## src/rtl/chirp_pkg.sv

```systemverilog
// ============================================================================
// Module      : chirp_pkg
// Description : Shared constants and state encodings for the chirp TX/RX pair.
// Revision    : 1.0 - initial release
// ============================================================================
`default_nettype none

package chirp_pkg;

    localparam logic [31:0] PHASE_INC_MAX_BW0 = 32'h0333_3333;
    localparam logic [31:0] PHASE_INC_MAX_BW1 = 32'h0666_6666;
    localparam logic [31:0] PHASE_INC_MAX_BW2 = 32'h0CCC_CCCC;
    localparam logic [31:0] PHASE_INC_MAX_BW3 = 32'h0333_3333;

    localparam int SF_MIN       = 1;
    localparam int SF_MAX       = 12;
    localparam int SF_REG_WIDTH = 4;
    localparam int CNT_WIDTH    = SF_MAX + 1;

    typedef enum logic [1:0] {
        ST_IDLE  = 2'd0,
        ST_PRIME = 2'd1,
        ST_ACCUM = 2'd2,
        ST_DONE  = 2'd3
    } state_t;

    function automatic logic [31:0] phase_inc_max(input logic [1:0] bw);
        logic [31:0] m;
        case (bw)
            2'd0:    m = PHASE_INC_MAX_BW0;
            2'd1:    m = PHASE_INC_MAX_BW1;
            2'd2:    m = PHASE_INC_MAX_BW2;
            default: m = PHASE_INC_MAX_BW3;
        endcase
        return m;
    endfunction

endpackage

`default_nettype wire

```

## src/rtl/chirp_ref_gen.sv

```systemverilog
// ============================================================================
// Module      : chirp_ref_gen
// Description : Reference chirp increment: clear, step by slope, wrap at max.
// Revision    : 1.0 - initial release
// ============================================================================
`default_nettype none

module chirp_ref_gen #(
    parameter int PHASE_WIDTH = 32
) (
    input  logic                   clk,
    input  logic                   rst_n,
    input  logic                   clear,
    input  logic                   step,
    input  logic [PHASE_WIDTH-1:0] slope,
    input  logic [PHASE_WIDTH-1:0] max_inc,
    output logic [PHASE_WIDTH-1:0] ref_inc
);

    logic [PHASE_WIDTH:0]   sum;
    logic [PHASE_WIDTH-1:0] ref_next;

    // Sum is one bit wider so a slope near 2^PHASE_WIDTH cannot alias below max.
    assign sum = {1'b0, ref_inc} + {1'b0, slope};

    always_comb begin
        if (sum >= {1'b0, max_inc}) begin
            ref_next = PHASE_WIDTH'(sum - {1'b0, max_inc});
        end else begin
            ref_next = PHASE_WIDTH'(sum);
        end
    end

    always_ff @(posedge clk) begin
        if (!rst_n) begin
            ref_inc <= '0;
        end else if (clear) begin
            ref_inc <= '0;
        end else if (step) begin
            ref_inc <= ref_next;
        end
    end

endmodule

`default_nettype wire

```

## src/rtl/chirp_demod.sv

```systemverilog
// ============================================================================
// Module      : chirp_demod
// Description : Dechirps one symbol of phase samples and estimates its
//               initial per-sample phase increment.
// Revision    : 1.0 - initial release
// ============================================================================
`default_nettype none

module chirp_demod
    import chirp_pkg::*;
#(
    parameter int PHASE_WIDTH  = 32,
    parameter int MAX_SF_WIDTH = 8,
    parameter int ACC_WIDTH    = 44
) (
    input  logic                    i_clk,
    input  logic                    i_rst_n,
    input  logic                    i_start_n,
    input  logic [MAX_SF_WIDTH-1:0] i_SF,
    input  logic [1:0]              i_bw_config,
    input  logic [PHASE_WIDTH-1:0]  i_slope,
    input  logic [PHASE_WIDTH-1:0]  i_phase,
    input  logic                    i_sample_tick_n,
    output logic [PHASE_WIDTH-1:0]  o_inc_est,
    output logic                    o_busy,
    output logic                    o_done_n
);

    localparam int TW = PHASE_WIDTH + 1;

    state_t state, state_next;

    logic                    tick_d;
    logic                    tick;
    logic [SF_REG_WIDTH-1:0] sf_clamped;
    logic [SF_REG_WIDTH-1:0] sf;
    logic [PHASE_WIDTH-1:0]  max_inc;
    logic [PHASE_WIDTH-1:0]  slope;
    logic [PHASE_WIDTH-1:0]  prev;
    logic [PHASE_WIDTH-1:0]  ref_inc;
    logic [ACC_WIDTH-1:0]    acc;
    logic [CNT_WIDTH-1:0]    count;
    logic [CNT_WIDTH-1:0]    count_inc;
    logic [CNT_WIDTH-1:0]    n_samples;

    logic [PHASE_WIDTH-1:0]  diff;
    logic signed [TW-1:0]    t;
    logic signed [TW-1:0]    fold;
    logic signed [TW-1:0]    max_s;
    logic [PHASE_WIDTH-1:0]  err;

    logic load;
    logic prime_load;
    logic accum_en;
    logic finish;

    assign tick      = tick_d & ~i_sample_tick_n;
    assign count_inc = count + CNT_WIDTH'(1);
    assign n_samples = CNT_WIDTH'(1) << sf;
    assign o_busy    = (state == ST_PRIME) || (state == ST_ACCUM);

    always_comb begin
        if (i_SF == '0) begin
            sf_clamped = SF_REG_WIDTH'(SF_MIN);
        end else if (i_SF > MAX_SF_WIDTH'(SF_MAX)) begin
            sf_clamped = SF_REG_WIDTH'(SF_MAX);
        end else begin
            sf_clamped = SF_REG_WIDTH'(i_SF);
        end
    end

    // Dechirp: remove the reference increment, then fold back into [0, max).
    assign diff  = i_phase - prev;
    assign max_s = $signed({1'b0, max_inc});
    assign t     = $signed({1'b0, diff}) - $signed({1'b0, ref_inc});

    always_comb begin
        if (t[TW-1]) begin
            fold = t + max_s;
        end else if (t >= max_s) begin
            fold = t - max_s;
        end else begin
            fold = t;
        end
        if (fold[TW-1]) begin
            err = '0;
        end else if (fold >= max_s) begin
            err = max_inc - PHASE_WIDTH'(1);
        end else begin
            err = fold[PHASE_WIDTH-1:0];
        end
    end

    always_ff @(posedge i_clk) begin
        if (!i_rst_n) begin
            state <= ST_IDLE;
        end else begin
            state <= state_next;
        end
    end

    always_comb begin
        state_next = state;
        load       = 1'b0;
        prime_load = 1'b0;
        accum_en   = 1'b0;
        finish     = 1'b0;
        case (state)
            ST_IDLE: begin
                if (!i_start_n) begin
                    load       = 1'b1;
                    state_next = ST_PRIME;
                end
            end
            ST_PRIME: begin
                if (tick) begin
                    prime_load = 1'b1;
                    state_next = ST_ACCUM;
                end
            end
            ST_ACCUM: begin
                if (tick) begin
                    accum_en = 1'b1;
                    if (count_inc == n_samples) begin
                        state_next = ST_DONE;
                    end
                end
            end
            ST_DONE: begin
                finish     = 1'b1;
                state_next = ST_IDLE;
            end
            default: state_next = ST_IDLE;
        endcase
    end

    always_ff @(posedge i_clk) begin
        if (!i_rst_n) begin
            tick_d    <= 1'b1;
            sf        <= SF_REG_WIDTH'(SF_MIN);
            max_inc   <= '0;
            slope     <= '0;
            prev      <= '0;
            acc       <= '0;
            count     <= '0;
            o_inc_est <= '0;
            o_done_n  <= 1'b1;
        end else begin
            tick_d   <= i_sample_tick_n;
            o_done_n <= ~finish;
            if (load) begin
                sf      <= sf_clamped;
                max_inc <= PHASE_WIDTH'(phase_inc_max(i_bw_config));
                slope   <= i_slope;
                acc     <= '0;
                count   <= '0;
            end
            if (prime_load) begin
                prev <= i_phase;
            end
            if (accum_en) begin
                acc   <= acc + ACC_WIDTH'(err);
                prev  <= i_phase;
                count <= count_inc;
            end
            if (finish) begin
                o_inc_est <= PHASE_WIDTH'(acc >> sf);
            end
        end
    end

    chirp_ref_gen #(
        .PHASE_WIDTH (PHASE_WIDTH)
    ) u_ref_gen (
        .clk     (i_clk),
        .rst_n   (i_rst_n),
        .clear   (load),
        .step    (accum_en),
        .slope   (slope),
        .max_inc (max_inc),
        .ref_inc (ref_inc)
    );

endmodule

`default_nettype wire

```

## config.mk

```make
export PLATFORM = sky130hd
export DESIGN_NAME = chirp_demod
export DESIGN_NICKNAME = d
export VERILOG_FILES = /design/src/rtl/chirp_pkg.sv /design/src/rtl/chirp_ref_gen.sv /design/src/rtl/chirp_demod.sv
export SDC_FILE = /design/constraint.sdc
export NUM_CORES = 1
export LEC_CHECK = 0
export BUFFER_PORTS_ARGS = -buffer_cell sky130_fd_sc_hd__buf_2
export CORE_ASPECT_RATIO = 1.1
export CORE_MARGIN = 2
export CORE_UTILIZATION = 55
export CTS_CLUSTER_SIZE = 24
export DETAILED_ROUTE_END_ITERATION = 6
export GPL_ROUTABILITY_DRIVEN = 0
export PLACE_DENSITY = 0.8
export SYNTH_ARGS = -nofsm -noshare
export SYNTH_HDL_FRONTEND = slang
export SYNTH_SLANG_ARGS = --single-unit
```

## constraint.sdc

```tcl
create_clock -name i_clk -period 10.95 [get_ports i_clk]
set_input_delay 0.5475 -clock i_clk [delete_from_list [all_inputs] [get_ports i_clk]]
set_output_delay 0.5475 -clock i_clk [all_outputs]
set_load 0.1 [all_outputs]
```

==> reports/qor.csv, run 1 <==
stage;metric;value;unit
timing;finClkSkew;0.0179;ns
synth;ys_ff_latch;197;
clock_network;clockRootBuffer;clkbuf_16;
setup_path;startpoint_type;register;
run_status;status;complete, but fails checks;
synth;synth_top_cell_area_share;17.4;%
setup_path;arrival;12.10;ns
synth;async_flop_share;0;%
synth;ys_warn_count;0;
grt;grt_pass1_wl;123;mm
clock_network;cts_made_buffers;17;
placed_design;io_buffers;111;
synth;synth_cells;2971;
detailed_routing;routedWlPerCell;20.1;um
timing;worstMarginPinSlew;1.31;ns
die;num_rows;78;
synth;synth_top_area_cell;dfxtp_1;
synth;netlist_top_cells_area;dfxtp_1 (17%), ha_1 (14%), a21oi_1 (6.4%);
job;drv_cap;0;
die;core_region_area;0.0410;mm2
clock_network;cts_sinks;197;
timing;finalSetupViolCount;32;
synth;synth_cell_types;103;
detailed_routing;antenna_left;0;
clock_network;cts_tree;built;
detailed_routing;via_per_inst;6.48;
timing;tns;-14.93;ns
timing;rsz0062_at_grt;true;
setup_path;path_class;reg2reg;
timing;fmax;85.5;MHz
detailed_routing;wirelength;79.6;mm
detailed_routing;drt_iter0_drc;2357;
grt;gr-total-overflow;0;
synth;ys_seq_area_share;17.4;%
setup_path;crit_required;11.35;ns
clock_network;cts.clk_slew.worst_paths;0.08;ns
grt;grt_max_degree;102;
timing;period_minus_slack;11.69;ns
timing;hold_violations;0;
setup_path;slowest_stage;or4_4;
synth;ys.flop_type;dfxtp_1;
layout;nets;3762;
placed_design;dp_hpwl;58.4;mm
grt;grt_antenna_before_repair;2;
synth;avgSynthCellArea;7.63;um2
synth;synth_fp_nets;3305;
die;initial_core_util;55.3;%
timing;setup_ws;-0.745;ns
detailed_routing;route.detailed.drc;0;
die;dieWidth;198;um
synth;syn_area;0.0227;mm2
run_status;violations;negative setup slack;
layout;drive_gt1_share;25.0;%
die;io_pins;112;
setup_path;cp-end-kind;register;
grt;grt_pass1_vias;24900;
timing;slew_headroom;12.6;%
detailed_routing;vias;25700;
die;dieArea;0.0428;mm2
min_path;hold_class;in2reg;
detailed_routing;dr.pass1.iters;7;
die;die_y;217;um
grt;grt_usage;35.6;%
clock_network;clockBufferDepth;2;
setup_path;worstPathMaxFanout;7;
clock_network;htree_num_levels;4;
layout;synthToLayoutAreaGrowth;24.2;%
setup_path;path_common_cell;o21ai_1;
timing;drv_slew;0;
synth;synth_edf_count;0;
timing;fin_crit_sh;107;%
clock_network;clock_latency;0.52;ns
layout;utilization;68.7;%
setup_path;cpPeakStageDelay;0.64;ns
==> synth_stat cells, types with 30 or more instances <==
cell,number
nand2_1,327
a21oi_1,288
ha_1,249
nor2_1,224
dfxtp_1,197
o21ai_0,145
inv_1,142
mux2i_1,109
xnor2_1,102
clkbuf_1,93
nand3_1,88
a21o_1,80
nor2b_1,74
a21boi_0,55
xor2_1,53
a211oi_1,51
a31oi_1,46
nor3_1,45
nand2b_1,33
nand4_1,31
mux4_2,30
o211ai_1,30
o21a_1,30
==> what timing repair did <==
action	in CTS	in global routing
pin swaps	54	55
endpoints found under the setup margin	34	40
gates resized for setup	61	66
buffers inserted	22	11
gates cloned	2	0
hold buffers	0	0
==> layout by cell type (no fill, tap or decap), types with 31 or more instances in the layout <==
cell / count
ha_1: 235
nand2b_1: 32
xor2_1: 50
xnor2_1: 96
nand4_1: 31
mux2i_1: 106
a21oi_1: 257
o21ai_0: 123
nor3_1: 40
inv_1: 141
a21boi_0: 53
dfxtp_1: 191
a31oi_1: 40
nand3_1: 87
buf_2: 111
a21oi_2: 47
nand2_1: 323
a211oi_1: 45
nor2b_1: 71
a21o_1: 80
nor2_1: 216
buf_4: 477
==> area by class of cell <==
type | instances | area [um2]
tap | 520 | 651
clock buffer | 18 | 439
timing repair buffer | 595 | 4270
sequential | 197 | 3950
fill | 3030 | 12800
inverter | 144 | 548
multi-input combinational | 2473 | 18100
antenna | 2 | 5.00
clock inverter | 14 | 175
==> logic make-up (layout without fill, tap and decap cells) <==
logic type | count (synthesis) | count (layout) | synth area share (%)
and+or+nand+nor | 942 | 942 | 19.6
xor gates and xnor gates | 156 | 156 | 6.06
adders and majority gates | 256 | 256 | 14.4
other | 0 | 2 | 0
buffers and inverters | 301 | 771 | 5.90
DFF | 197 | 197 | 17.4
AOI/OAI and AO/OA | 974 | 974 | 28.6
muxes | 145 | 145 | 8.09
==> through the flow <==
stage	hold WS, ns	std cells	cell area (um2)	setup slack, ns
CTS	0.211	3951	27700	-0.471
floorplan	0.436	2971	22800	-0.579
detailed placement	0.447	3895	26600	-1.31
global placement	0.443	3895	26600	-0.971
finish	0.236	3963	28100	-0.745
global route	0.238	3963	28100	-1.34
==> routing by layer <==
metal  part of all wire [%]  track usage, %
met5                      0               0
met4                    9.3            31.2
met3                    8.5            8.14
met2                     47            59.3
met1                     36            37.8
==> path summary, 6_finish.rpt <==
check	startpoint	endpoint	slack [ns]	depth (start not counted)
worst max-delay path	prev[1]	acc[38]	-0.74	59
worst min register to register	prev[4]	prev[4]	0.46	2
worst max register to register	prev[1]	acc[38]	-0.74	59
worst min-delay path	i_sample_tick_n	tick_d	0.24	2
==> critical path, delay by kind of cell (launching register included) <==
family / cells / cell delay [ns]
DFF: 1 / 0.37
buffers and inverters: 5 / 0.71
xor gates and xnor gates: 2 / 0.32
and+or+nand+nor: 12 / 2.30
adders and majority gates: 6 / 1.59
AOI/OAI and AO/OA: 33 / 6.09
muxes: 1 / 0.22
==> sequential cells by signal, indices dropped and copies added (netlist names) <==
name,flops
count,13
u_ref_gen.ref_inc,32
acc,44
slope,32
state,2
o_done_n,1
max_inc,4
o_inc_est,32
tick_d,1
sf,4
prev,32
Power of run 1 is left out: the tool's default activity adds up to more than one toggle a clock period on the data nets, which glitch-free logic cannot reach.
==> run 2, diff against run 1 <==
- RECOVER_POWER: not set -> 25
==> run 2 against run 1 <==
Against the previous run:
- the flow finishes with violations (max-capacitance violations, max-slew violations, negative setup slack)
- count of clock-buffer cells in the layout unchanged
- worst setup slack better by 0.027 ns
- die area is the same
- via count shrank 0.52%
- highest routed layer unchanged
==> reports/qor.csv, run 2 (synthesis gave the netlist of run 1 again) <==
stage;metric;value;unit
detailed_routing;wirelength;79.5;mm
timing;finalSetupViolCount;30;
min_path;hold_class;in2reg;
die;io_pins;112;
setup_path;arrival;12.07;ns
die;core_region_area;0.0410;mm2
timing;slew_headroom;-52.6;%
setup_path;startpoint_type;register;
layout;stdcell_area;0.0281;mm2
run_status;violations;max-capacitance violations, max-slew violations, negative setup slack;
clock_network;htree_num_levels;4;
grt;grt_usage;35.6;%
layout;largest_reg_flops;44;
detailed_routing;vias;25500;
detailed_routing;dr.pass1.iters;6;
clock_network;cts_sinks;197;
setup_path;slowest_stage;or4_4;
die;dieArea;0.0428;mm2
timing;hold_violations;0;
layout;final_common_cell;buf_4;
clock_network;clockRootBuffer;clkbuf_16;
job;drv_cap;2;
timing;rsz0062_at_grt;true;
setup_path;path_class;reg2reg;
setup_path;cp-end-kind;register;
die;dieWidth;198;um
clock_network;clock_latency;0.52;ns
grt;grt_max_degree;102;
setup_path;cpPeakStageDelay;0.64;ns
timing;finClkSkew;0.0167;ns
detailed_routing;via_per_inst;6.44;
layout;regMostFlops;acc;
timing;fin_crit_sh;107;%
layout;synthToLayoutAreaGrowth;23.9;%
run_status;status;complete, but fails checks;
die;die_y;217;um
detailed_routing;antenna_left;0;
grt;gr-total-overflow;0;
die;initial_core_util;55.3;%
setup_path;worstPathMaxFanout;7;
detailed_routing;drt_iter0_drc;2519;
timing;setup_ws;-0.717;ns
placed_design;dp_hpwl;58.4;mm
layout;nets;3762;
clock_network;cts.clk_slew.worst_paths;0.08;ns
detailed_routing;routedWlPerCell;20.0;um
setup_path;path_common_cell;o21ai_1;
die;num_rows;78;
timing;drv_slew;76;
grt;grt_pass1_vias;24900;
grt;grt_antenna_before_repair;2;
layout;drive_gt1_share;24.0;%
clock_network;clockBufferDepth;2;
layout;layout_common_cells;buf_4 (476), nand2_1 (323), a21oi_1 (257), ha_1 (236), nor2_1 (216);
setup_path;crit_required;11.35;ns
placed_design;placed_area;0.0266;mm2
clock_network;cts_made_buffers;17;
timing;worstMarginPinSlew;2.29;ns
detailed_routing;route.detailed.drc;0;
timing;period_minus_slack;11.67;ns
grt;grt_pass1_wl;123;mm
timing;fmax;85.7;MHz
placed_design;io_buffers;111;
clock_network;cts_tree;built;
## run 2: path summary, 6_finish.rpt
| check | start | endpoint | slack [ns] | cells after the start |
|---|---|---|---|---|
| max | prev[1] | acc[38] | -0.72 | 59 |
| min | i_sample_tick_n | tick_d | 0.24 | 2 |
| max reg2reg | prev[1] | acc[38] | -0.72 | 59 |
| min reg2reg | prev[4] | prev[4] | 0.46 | 2 |
## run 2: layout make-up
class	count	area, um2
diodes	2	5.00
clock buffers	18	439
well taps	520	651
repair buffers	595	4220
multi-input cells	2473	18100
fillers	3056	12900
clock inverters	14	175
inverters	144	548
flip-flops and latches	197	3950
## run 2: layer usage
layer  track usage, %  wire (um)  vias up
li1                 -          -    11800
met1             37.8      28400    11900
met2             59.3      37000     1385
met3             8.14       6690      509
met4             31.2       7400        0
met5                0          0        -
## run 2: stage by stage
| stage | hold slack (ns) | worst slack [ns] | cells | utilization [%] | TNS [ns] |
|---|---|---|---|---|---|
| after floorplan | 0.436 | -0.579 | 2971 | - | -6.40 |
| after detailed placement | 0.447 | -1.31 | 3895 | 65.0 | -33.48 |
| after global placement | 0.443 | -0.971 | 3895 | 65.0 | -22.63 |
| final | 0.239 | -0.717 | 3963 | 68.5 | -14.14 |
| after CTS | 0.211 | -0.471 | 3951 | 67.7 | -6.77 |
| after global routing | 0.238 | -1.34 | 3963 | 68.5 | -37.55 |
## run 2: timing repair
action	CTS	global route
pin swaps	54	55
hold buffers	0	0
cloned	2	0
gates resized for setup	61	66
setup endpoints to repair	34	40
buffers inserted	22	11
## run 2: critical path, delay by kind of cell, from the launching register on
kind,cells,cell delay (ns)
flip-flops,1,0.37
buffers and inverters,5,0.71
AND/OR/NAND/NOR,12,2.28
adder cells (fa/ha/maj),6,1.59
multiplexers,1,0.22
AO/OA/AOI/OAI,33,6.08
XOR/XNOR,2,0.32
Power of run 2 is left out for the same reason.
